### config.mk
export PLATFORM = sky130hd
export DESIGN_NAME = car_pattern_gen
export DESIGN_NICKNAME = d
export VERILOG_FILES = /design/src/rtl/car_pattern_gen.sv
export SDC_FILE = /design/constraint.sdc
export NUM_CORES = 1
export LEC_CHECK = 0
export ABC_CLOCK_PERIOD_IN_PS = 69900
export CAP_MARGIN = 10
export CORE_AREA = 2 2 258 260
export CTS_CLUSTER_SIZE = 30
export DETAILED_ROUTE_END_ITERATION = 6
export DIE_AREA = 0 0 260 262
export PLACE_DENSITY_LB_ADDON = 0.05
export SLEW_MARGIN = 40
export SYNTH_ARGS = -nofsm -noshare
export SYNTH_HDL_FRONTEND = slang
export SYNTH_SLANG_ARGS = --single-unit
### constraint.sdc
create_clock -name clk -period 69.9 [get_ports clk]
set_input_delay 6.99 -clock clk [delete_from_list [all_inputs] [get_ports clk]]
set_output_delay 6.99 -clock clk [all_outputs]
set_load 0.02 [all_outputs]
### src/rtl/car_pattern_gen.sv
// Car pattern generator: builds one LFSR-derived, density-shaped pattern per lane,
// guarantees a passable zero gap, strobes each into its lane, then paces the scroll tick.
module car_pattern_gen #(
    parameter int          WIDTH     = 16,
    parameter int          LANES     = 4,
    parameter int          GAP_MIN   = 3,
    parameter int          MAX_RETRY = 8,
    parameter int          TICK_DIV  = 25_000_000,
    parameter logic [15:0] SEED      = 16'hACE1
) (
    input  logic                       clk,
    input  logic                       reset,
    input  logic                       start,
    input  logic [1:0]                 level,
    output logic [WIDTH-1:0]           pattern_out,
    output logic [$clog2(LANES)-1:0]   lane_sel,
    output logic                       pattern_valid,
    output logic                       shift_en,
    output logic                       busy,
    output logic                       done
);

    localparam int LW = $clog2(LANES);
    localparam int RW = (MAX_RETRY > 1) ? $clog2(MAX_RETRY) : 1;
    localparam int TW = (TICK_DIV > 1) ? $clog2(TICK_DIV) : 1;

    localparam logic [15:0]   TAPS       = 16'hB400;
    localparam logic [LW-1:0] LAST_LANE  = LW'(LANES - 1);
    localparam logic [RW-1:0] LAST_RETRY = RW'(MAX_RETRY - 1);
    localparam logic [TW-1:0] LAST_TICK  = TW'(TICK_DIV - 1);

    typedef enum logic [2:0] {
        S_IDLE,
        S_GEN,
        S_CHECK,
        S_EMIT,
        S_RUN
    } state_e;

    function automatic logic [15:0] lfsr_next(input logic [15:0] q);
        return (q >> 1) ^ (q[0] ? TAPS : 16'h0000);
    endfunction

    // Maps the 16-bit LFSR word onto WIDTH columns, repeating it if the road is wider.
    function automatic logic [WIDTH-1:0] fit(input logic [15:0] n);
        logic [WIDTH-1:0] r;
        for (int i = 0; i < WIDTH; i++) begin
            r[i] = n[i % 16];
        end
        return r;
    endfunction

    function automatic logic [WIDTH-1:0] rotr(input logic [WIDTH-1:0] v, input int unsigned k);
        return (v >> k) | (v << (WIDTH - k));
    endfunction

    function automatic logic [WIDTH-1:0] shape(input logic [WIDTH-1:0] n, input logic [1:0] lvl);
        logic [WIDTH-1:0] r;
        unique case (lvl)
            2'd0:    r = n & rotr(n, 3) & rotr(n, 7);
            2'd1:    r = n & rotr(n, 5);
            2'd2:    r = n;
            default: r = n | rotr(n, 4);
        endcase
        return r;
    endfunction

    // Scanning the pattern twice end-to-end catches runs that wrap past bit 0.
    function automatic int longest_zero_run(input logic [WIDTH-1:0] v);
        logic [2*WIDTH-1:0] dd;
        int run;
        int best;
        dd   = {v, v};
        run  = 0;
        best = 0;
        for (int i = 0; i < 2 * WIDTH; i++) begin
            if (!dd[i]) begin
                run = run + 1;
                if (run > best) best = run;
            end else begin
                run = 0;
            end
        end
        if (best > WIDTH) best = WIDTH;
        return best;
    endfunction

    function automatic logic [WIDTH-1:0] low_mask();
        logic [WIDTH-1:0] m;
        for (int i = 0; i < WIDTH; i++) begin
            m[i] = (i < GAP_MIN);
        end
        return m;
    endfunction

    localparam logic [WIDTH-1:0] FORCE_MASK = low_mask();

    state_e           state_q,   state_d;
    logic [15:0]      lfsr_q,    lfsr_d;
    logic [WIDTH-1:0] cand_q,    cand_d;
    logic [WIDTH-1:0] pattern_q, pattern_d;
    logic [LW-1:0]    lane_q,    lane_d;
    logic [RW-1:0]    retry_q,   retry_d;
    logic [TW-1:0]    tick_q,    tick_d;

    logic [15:0]      lfsr_n;
    logic [WIDTH-1:0] shaped;
    logic             gap_ok;

    assign lfsr_n = lfsr_next(lfsr_q);
    assign shaped = shape(fit(lfsr_n), level);
    assign gap_ok = (longest_zero_run(cand_q) >= GAP_MIN);

    // NOTE: every register here is a few bits of control or datapath, so all of them take the
    // async reset; clocked state is written with <= so each edge sees only pre-edge values.
    always_ff @(posedge clk or negedge reset) begin
        if (!reset) begin
            state_q   <= S_IDLE;
            lfsr_q    <= SEED;
            cand_q    <= '0;
            pattern_q <= '0;
            lane_q    <= '0;
            retry_q   <= '0;
            tick_q    <= '0;
        end else begin
            state_q   <= state_d;
            lfsr_q    <= lfsr_d;
            cand_q    <= cand_d;
            pattern_q <= pattern_d;
            lane_q    <= lane_d;
            retry_q   <= retry_d;
            tick_q    <= tick_d;
        end
    end

    // NOTE: every _d starts as its _q so no path through the case leaves a latch behind.
    always_comb begin
        state_d   = state_q;
        lfsr_d    = lfsr_q;
        cand_d    = cand_q;
        pattern_d = pattern_q;
        lane_d    = lane_q;
        retry_d   = retry_q;
        tick_d    = tick_q;

        unique case (state_q)
            S_IDLE: begin
                lane_d  = '0;
                retry_d = '0;
                if (start) state_d = S_GEN;
            end
            S_GEN: begin
                lfsr_d  = lfsr_n;
                cand_d  = shaped;
                state_d = S_CHECK;
            end
            S_CHECK: begin
                if (gap_ok) begin
                    pattern_d = cand_q;
                    state_d   = S_EMIT;
                end else if (retry_q != LAST_RETRY) begin
                    retry_d = retry_q + RW'(1);
                    state_d = S_GEN;
                end else begin
                    // Out of retries: carve the gap into the low columns.
                    pattern_d = cand_q & ~FORCE_MASK;
                    state_d   = S_EMIT;
                end
            end
            S_EMIT: begin
                retry_d = '0;
                if (lane_q == LAST_LANE) begin
                    lane_d  = '0;
                    tick_d  = '0;
                    state_d = S_RUN;
                end else begin
                    lane_d  = lane_q + LW'(1);
                    state_d = S_GEN;
                end
            end
            S_RUN: begin
                if (start) begin
                    lane_d  = '0;
                    state_d = S_GEN;
                end else begin
                    tick_d = (tick_q == LAST_TICK) ? '0 : tick_q + TW'(1);
                end
            end
            default: state_d = S_IDLE;
        endcase
    end

    always_comb begin
        pattern_out   = pattern_q;
        lane_sel      = lane_q;
        pattern_valid = (state_q == S_EMIT);
        done          = (state_q == S_EMIT) && (lane_q == LAST_LANE);
        busy          = (state_q == S_GEN) || (state_q == S_CHECK) || (state_q == S_EMIT);
        shift_en      = (state_q == S_RUN) && (tick_q == LAST_TICK);
    end

endmodule
==> Yosys cells after proc, flatten, opt, wreduce, memory -nomap -nowiden <==
Cells that the tools add are included.
{ "word_totals": {"reg_bits": 81, "in_bits": 5, "out_inout_bits": 22, "elab_cells": 227} }
{ "classes": {"add_sub_neg": 34, "n_lt_le_gt_ge": 33, "n_eq_ne": 16, "muxes": 113, "n_bitwise": 9, "n_reduce_logical": 15} }
{ "ops": {"columns": ["op", "count"], "rows": [
  ["32-bit two-way mux", 93],
  ["32-bit by 2-bit adder with 32-bit output, second input constant", 31],
  ["32-bit greater-than comparator", 31],
  ["25-bit two-way mux", 3],
  ["25-bit one-hot mux with 2 select lines", 1],
  ["16-bit bitwise AND", 3],
  ["16-bit two-way mux", 3],
  ["16-bit one-hot mux with 3 select lines", 1],
  ["32-bit by 3-bit >= comparator with 1-bit output, second input constant", 1],
  ["32-bit by 6-bit greater-than comparator with 1-bit output, second input constant", 1],
  ["25-bit by 1-bit adder with 25-bit output, second input constant", 1],
  ["25-bit equality test, second input constant", 1],
  ["11-bit by 16-bit OR with 16-bit output", 1],
  ["12-bit by 16-bit OR with 16-bit output", 1],
  ["13-bit by 16-bit OR with 16-bit output", 1],
  ["16-bit OR", 1],
  ["9-bit by 16-bit OR with 16-bit output", 1],
  ["15-bit by 16-bit XOR with 16-bit output", 1],
  ["3-bit two-way mux", 4],
  ["3-bit one-hot mux with 4 select lines", 1],
  ["2-bit != test, second input constant", 5],
  ["2-bit two-way mux", 4],
  ["3-bit by 2-bit equality test with 1-bit output, second input constant", 2],
  ["2-bit one-hot mux with 3 select lines", 1],
  ["other kinds (19)", 27]
]} }

==> Depth between registers and ports, before layout <==
{ "logic_depth": {"ltp_word": 100, "ltp_mapped": 327, "ltp_nobuf": 307} }

==> Worst setup path after synthesis <==
Ideal clock, no wire load.
{ "synth_path": {"path_type": "register to register", "startpoint": "reg cand_q[1]", "endpoint": "reg pattern_q[15], in the netlist pattern_out[15]", "setup_time_ns": 0.128, "t_arrival_ns": 51.469, "required_time_ns": 69.772, "path_slack_ns": 18.303, "path_stages_with_launch": 279, "path_buffers": 21, "period_less_slack_ns": 51.597, "cell_sequence": "dfrtp_1 > buf_6 > clkinv_1 > ha_1 > ha_1 > nor2b_1 > a21oi_1 > a21oi_1 > inv_1 > ha_1 > nor2b_1 > o211a_1 > o21a_1 > o21ai_1 > ha_1 > nand2_1 > and2b_1 > mux2_4 > [... 243 more ...] > o21ai_0 > nand2b_1 > a21oi_1 > nor2b_1 > o21ai_0 > nand2b_1 > a21oi_1 > nor2b_1 > o21ai_0 > o211ai_1 > a21oi_1 > a311o_1 > a211o_1 > nor3_1 > a41oi_2 > o21ai_4 > buf_8 > mux2_1"} }
{ "synth_between": {"elab_chain_len": 97, "elab_cells_between_ends": 157, "classes_between": "add/sub (30); order compare (32); eq/ne (1); mux (93); reduce/logical (1)"} }
{ "synth_lines": {"columns": ["element", "line_no", "text"], "rows": [
  ["from (decl)", "100", "logic [WIDTH-1:0] cand_q, cand_d;"],
  ["from (signal assigned)", "128", "cand_q <= cand_d;"],
  ["32-bit two-way mux", "77", "if (!dd[i]) begin"],
  ["32-bit by 2-bit adder with 32-bit output", "78", "run = run + 1;"],
  ["32-bit greater-than comparator", "79", "if (run > best) best = run;"],
  ["32-bit two-way mux", "79", null],
  ["32-bit two-way mux", "77", null],
  ["32-bit greater-than comparator", "79", null],
  ["32-bit two-way mux", "79", null],
  ["32-bit two-way mux", "77", null],
  ["[... 81 more ...]", null, null],
  ["32-bit greater-than comparator", "79", null],
  ["32-bit two-way mux", "79", null],
  ["32-bit two-way mux (*)", "77", null],
  ["32-bit by 6-bit greater-than comparator with 1-bit output", "84", "if (best > WIDTH) best = WIDTH;"],
  ["32-bit two-way mux (*)", "84", null],
  ["32-bit by 3-bit >= comparator with 1-bit output (*)", "112", "assign gap_ok = (longest_zero_run(cand_q) >= GAP_MIN);"],
  ["2-bit != test (no line)", null, null],
  ["2-bit AND reduction (no line)", null, null],
  ["to (signal assigned)", "129", "pattern_q <= pattern_d;"],
  ["to (decl)", "101", "logic [WIDTH-1:0] pattern_q, pattern_d;"]
]} }
Mark *: on every way between the ends. The rest lies on a longest branch, timed or not.
A chain may end at the register's enable or synchronous reset.

==> Worst setup path after layout <==
{ "layout_path": {"startpoint": "reg cand_q[0]", "endpoint": "reg pattern_q[9], in the netlist pattern_out[9]"} }
{ "layout_between": {"elab_chain_len": 100, "elab_cells_between_ends": 161, "classes_between": "add/sub (31); order compare (33); eq/ne (1); mux (95); reduce/logical (1)"} }
{ "layout_lines": {"columns": ["element", "line_no"], "rows": [
  ["1-bit two-way mux", "77"],
  ["32-bit by 2-bit adder with 32-bit output", "78"],
  ["32-bit greater-than comparator", "79"],
  ["32-bit two-way mux", "79"],
  ["32-bit two-way mux", "77"],
  ["32-bit greater-than comparator", "79"],
  ["32-bit two-way mux", "79"],
  ["32-bit two-way mux", "77"],
  ["[... 84 more ...]", null],
  ["32-bit greater-than comparator", "79"],
  ["32-bit two-way mux", "79"],
  ["32-bit two-way mux (*)", "77"],
  ["32-bit by 6-bit greater-than comparator with 1-bit output", "84"],
  ["32-bit two-way mux (*)", "84"],
  ["32-bit by 3-bit >= comparator with 1-bit output (*)", "112"],
  ["2-bit != test (no line)", null],
  ["2-bit AND reduction (no line)", null]
]} }
Marks and branches as above.

==> impl_metrics.csv <==
group,metric,value,unit
status,status,"finished, final reports clean",
route,wl_met2,36100,um
die,die_x,260,um
finish,areaGrowthSynthToFinish,12.0,%
route,drtPass1Iterations,5,
job,drv_cap,0,
route,met1_length,39800,um
route,drt_iter0_drc,2168,
finish,antenna_cells,0,
synthesis,postSynthCellCount,3567,
clock_tree,post_cts_buffers,0,
timing,max_slew_margin,0.260,
worst_setup_path,r2r_cells,259,
clock_tree,cts-root-buf,"clkbuf_16",
route,dr_total_vias,27673,
worst_setup_path,critPathMaxFanout,21,
placed_design,place_hpwl,66400,um
global_route,grt_max_degree,42,
finish,finalNetCount,4472,
route,wirelength,81700,um
finish,final_cells,4948,
global_route,overflow,0,
clock_tree,htreeDepth,3,
route,wl_met3,4410,um
die,die_area,68100,um2
clock_tree,clk_pin_slew,0.07,ns
synthesis,synth_edf_count,0,
timing,final.setup.tns,0,ns
clock_tree,cts_tree,"built",
finish,drive_gt1_frac,0.0659,
clock_tree,clkLatencyLatePin,0.37,ns
timing,worst_pin_slew,1.10,ns
timing,grt_setup_unrepaired,"false",
route,routedWlPerCell,16.5,um
clock_tree,clock-sinks,81,
clock_tree,cts_buffers,9,
placed_design,gp_congestion,0.956,
worst_hold_path,hold_path.class,"reg2reg",
route,detail-route-antenna-nets,0,
timing,drv_slew,0,
die,start_util,0.396,
timing,final_hold_viol_count,0,
route,drc_errors,0,
die,core_area,65300,um2
global_route,grt_pass1_vias,25222,
clock_tree,ctsHoldBuffers,0,
synthesis,seq_area_frac_synth,0.0787,
timing,max_freq,16.5,MHz
worst_setup_path,cp_common_cell,"ha_1",
clock_tree,cts_resized,0,
synthesis,syn_area,25900,um2
route,viasPerCell,5.59,
synthesis,syn_area_per_cell,7.25,um2
synthesis,synth_cell_types,140,
worst_setup_path,cp-start-kind,"flop",
synthesis,ys_ff_latch,81,
synthesis,synthArstFlopShare,1.00,
worst_setup_path,criticalPathCategory,"reg2reg",
timing,fin_hold_ws,0.479,ns
worst_hold_path,hold_depth,1,
die,rows,94,
placed_design,place_area,28700,um2
worst_setup_path,crit_arrival,60.93,ns
worst_setup_path,critPathSlowestCell,"dfrtp_1",
timing,period_needed,60.67,ns
clock_tree,cts_max_path_buffers,2,
global_route,grt_pass1_wl,133000,um
worst_setup_path,cp-end-kind,"flop",
worst_setup_path,slowest_delay,0.69,ns
global_route,grt_usage,0.236,
timing,skew,0.0118,ns
finish,final_cell_area,29000,um2
synthesis,synth_warnings,0,
route,top_layer,"met5",
die,ioPinCount,27,
global_route,antenna_found_initial,1,
synthesis,synth_flop_cell,"dfrtp_1",
placed_design,place_inst,4932,
worst_setup_path,cp.required,70.15,ns
die,dieHeight,262,um
timing,setup_viol,0,
placed_design,port_buffers,26,
timing,timing.final.crit_share,0.868,
[synthesized netlist by cell type, types with 31 or more instances]
cell type	instances	area (um2)
or2_2	45	282
o21ai_1	36	180
clkbuf_1	31	116
nor2_1	424	1590
and3_1	40	250
nand4_1	83	519
a21oi_1	312	1560
o211ai_1	32	240
a211oi_1	47	353
ha_1	388	4850
a21o_1	109	818
a31oi_1	36	225
dfrtp_1	73	1830
o21ai_0	242	1210
inv_1	89	334
xnor2_1	91	797
mux2i_1	72	721
buf_6	40	450
nand2b_1	37	231
buf_4	34	255
and2_1	35	219
nand2_1	342	1280
nor2b_1	53	332
o21a_1	35	263
nand3_1	103	515
nor3_1	113	566
[cells by family after synthesis]
kind of cell,share of synthesized area
and+or+nand+nor,0.269
muxes,0.0601
xor gates and xnor gates,0.0362
other,0.000290
adders and majority gates,0.194
buffers and inverters,0.0521
AOI/OAI and AO/OA,0.309
DFF,0.0787
[worst max-delay path, delay by kind of cell, from the launching register on]
kind | cells | cell delay, ns
buffers and inverters | 9 | 1.43
muxes | 17 | 5.19
adders and majority gates | 35 | 10.07
DFF | 1 | 0.69
AOI/OAI and AO/OA | 116 | 26.86
and+or+nand+nor | 82 | 16.15
[sequential cells by signal (all words and copies together), names as in the netlist]
| signal | flops |
|---|---|
| pattern_out | 16 |
| lane_sel | 2 |
| lfsr_q | 16 |
| cand_q | 16 |
| state_q | 3 |
| tick_q | 25 |
| retry_q | 3 |
[through the flow]
| step | setup slack (ns) | util |
|---|---|---|
| final | 9.23 | 0.444 |
| after CTS | 9.61 | 0.444 |
| after floorplan | 18.30 | - |
| after detailed placement | 9.82 | 0.439 |
| after global routing | 4.07 | 0.444 |
| after global placement | 10.43 | 0.439 |
[routing by layer]
layer / GRT usage / vias up
met1: 0.336 / 12739
met4: 0.0584 / 2
met5: 0 / -
li1: - / 13949
met2: 0.382 / 870
met3: 0.0190 / 113
[path summary, 6_finish.rpt]
kind                                        start                         end  slack (ns)
max in group asynchronous                   reset       cand_q[4]$_DFFE_PN0P_       62.21
min                        tick_q[14]$_DFFE_PN0P_      tick_q[14]$_DFFE_PN0P_        0.48
max                         cand_q[0]$_DFFE_PN0P_  pattern_out[9]$_DFFE_PN0P_        9.23
max reg2reg                 cand_q[0]$_DFFE_PN0P_  pattern_out[9]$_DFFE_PN0P_        9.23
min in group asynchronous                   reset     lane_sel[1]$_DFFE_PN0P_        6.62
min reg2reg                tick_q[14]$_DFFE_PN0P_      tick_q[14]$_DFFE_PN0P_        0.48
[area by class of cell]
class / count / area (um2)
clock inverters: 6 / 67.6
multi-input cells: 3837 / 24700
well taps: 864 / 1080
flip-flops and latches: 81 / 2040
fillers: 6894 / 36300
repair buffers: 56 / 480
inverters: 94 / 358
clock buffers: 10 / 229
[placed cells by master (no fill, tap or decap), types with 32 or more instances in the layout]
master      n
a211oi_1   47
a21o_1    109
a21oi_1   312
a31oi_1    35
and2_1     35
and3_1     40
conb_1    581
dfrtp_1    72
ha_1      388
inv_1      89
mux2i_1    72
nand2_1   342
nand2b_1   37
nand3_1   103
nand4_1    83
nor2_1    421
nor2b_1    53
nor3_1    113
o211ai_1   32
o21a_1     35
o21ai_0   239
o21ai_1    39
or2_2      45
xnor2_1    91
Power is left out: the tool's default activity adds up to more than one toggle a clock period on the data nets, which glitch-free logic cannot reach.
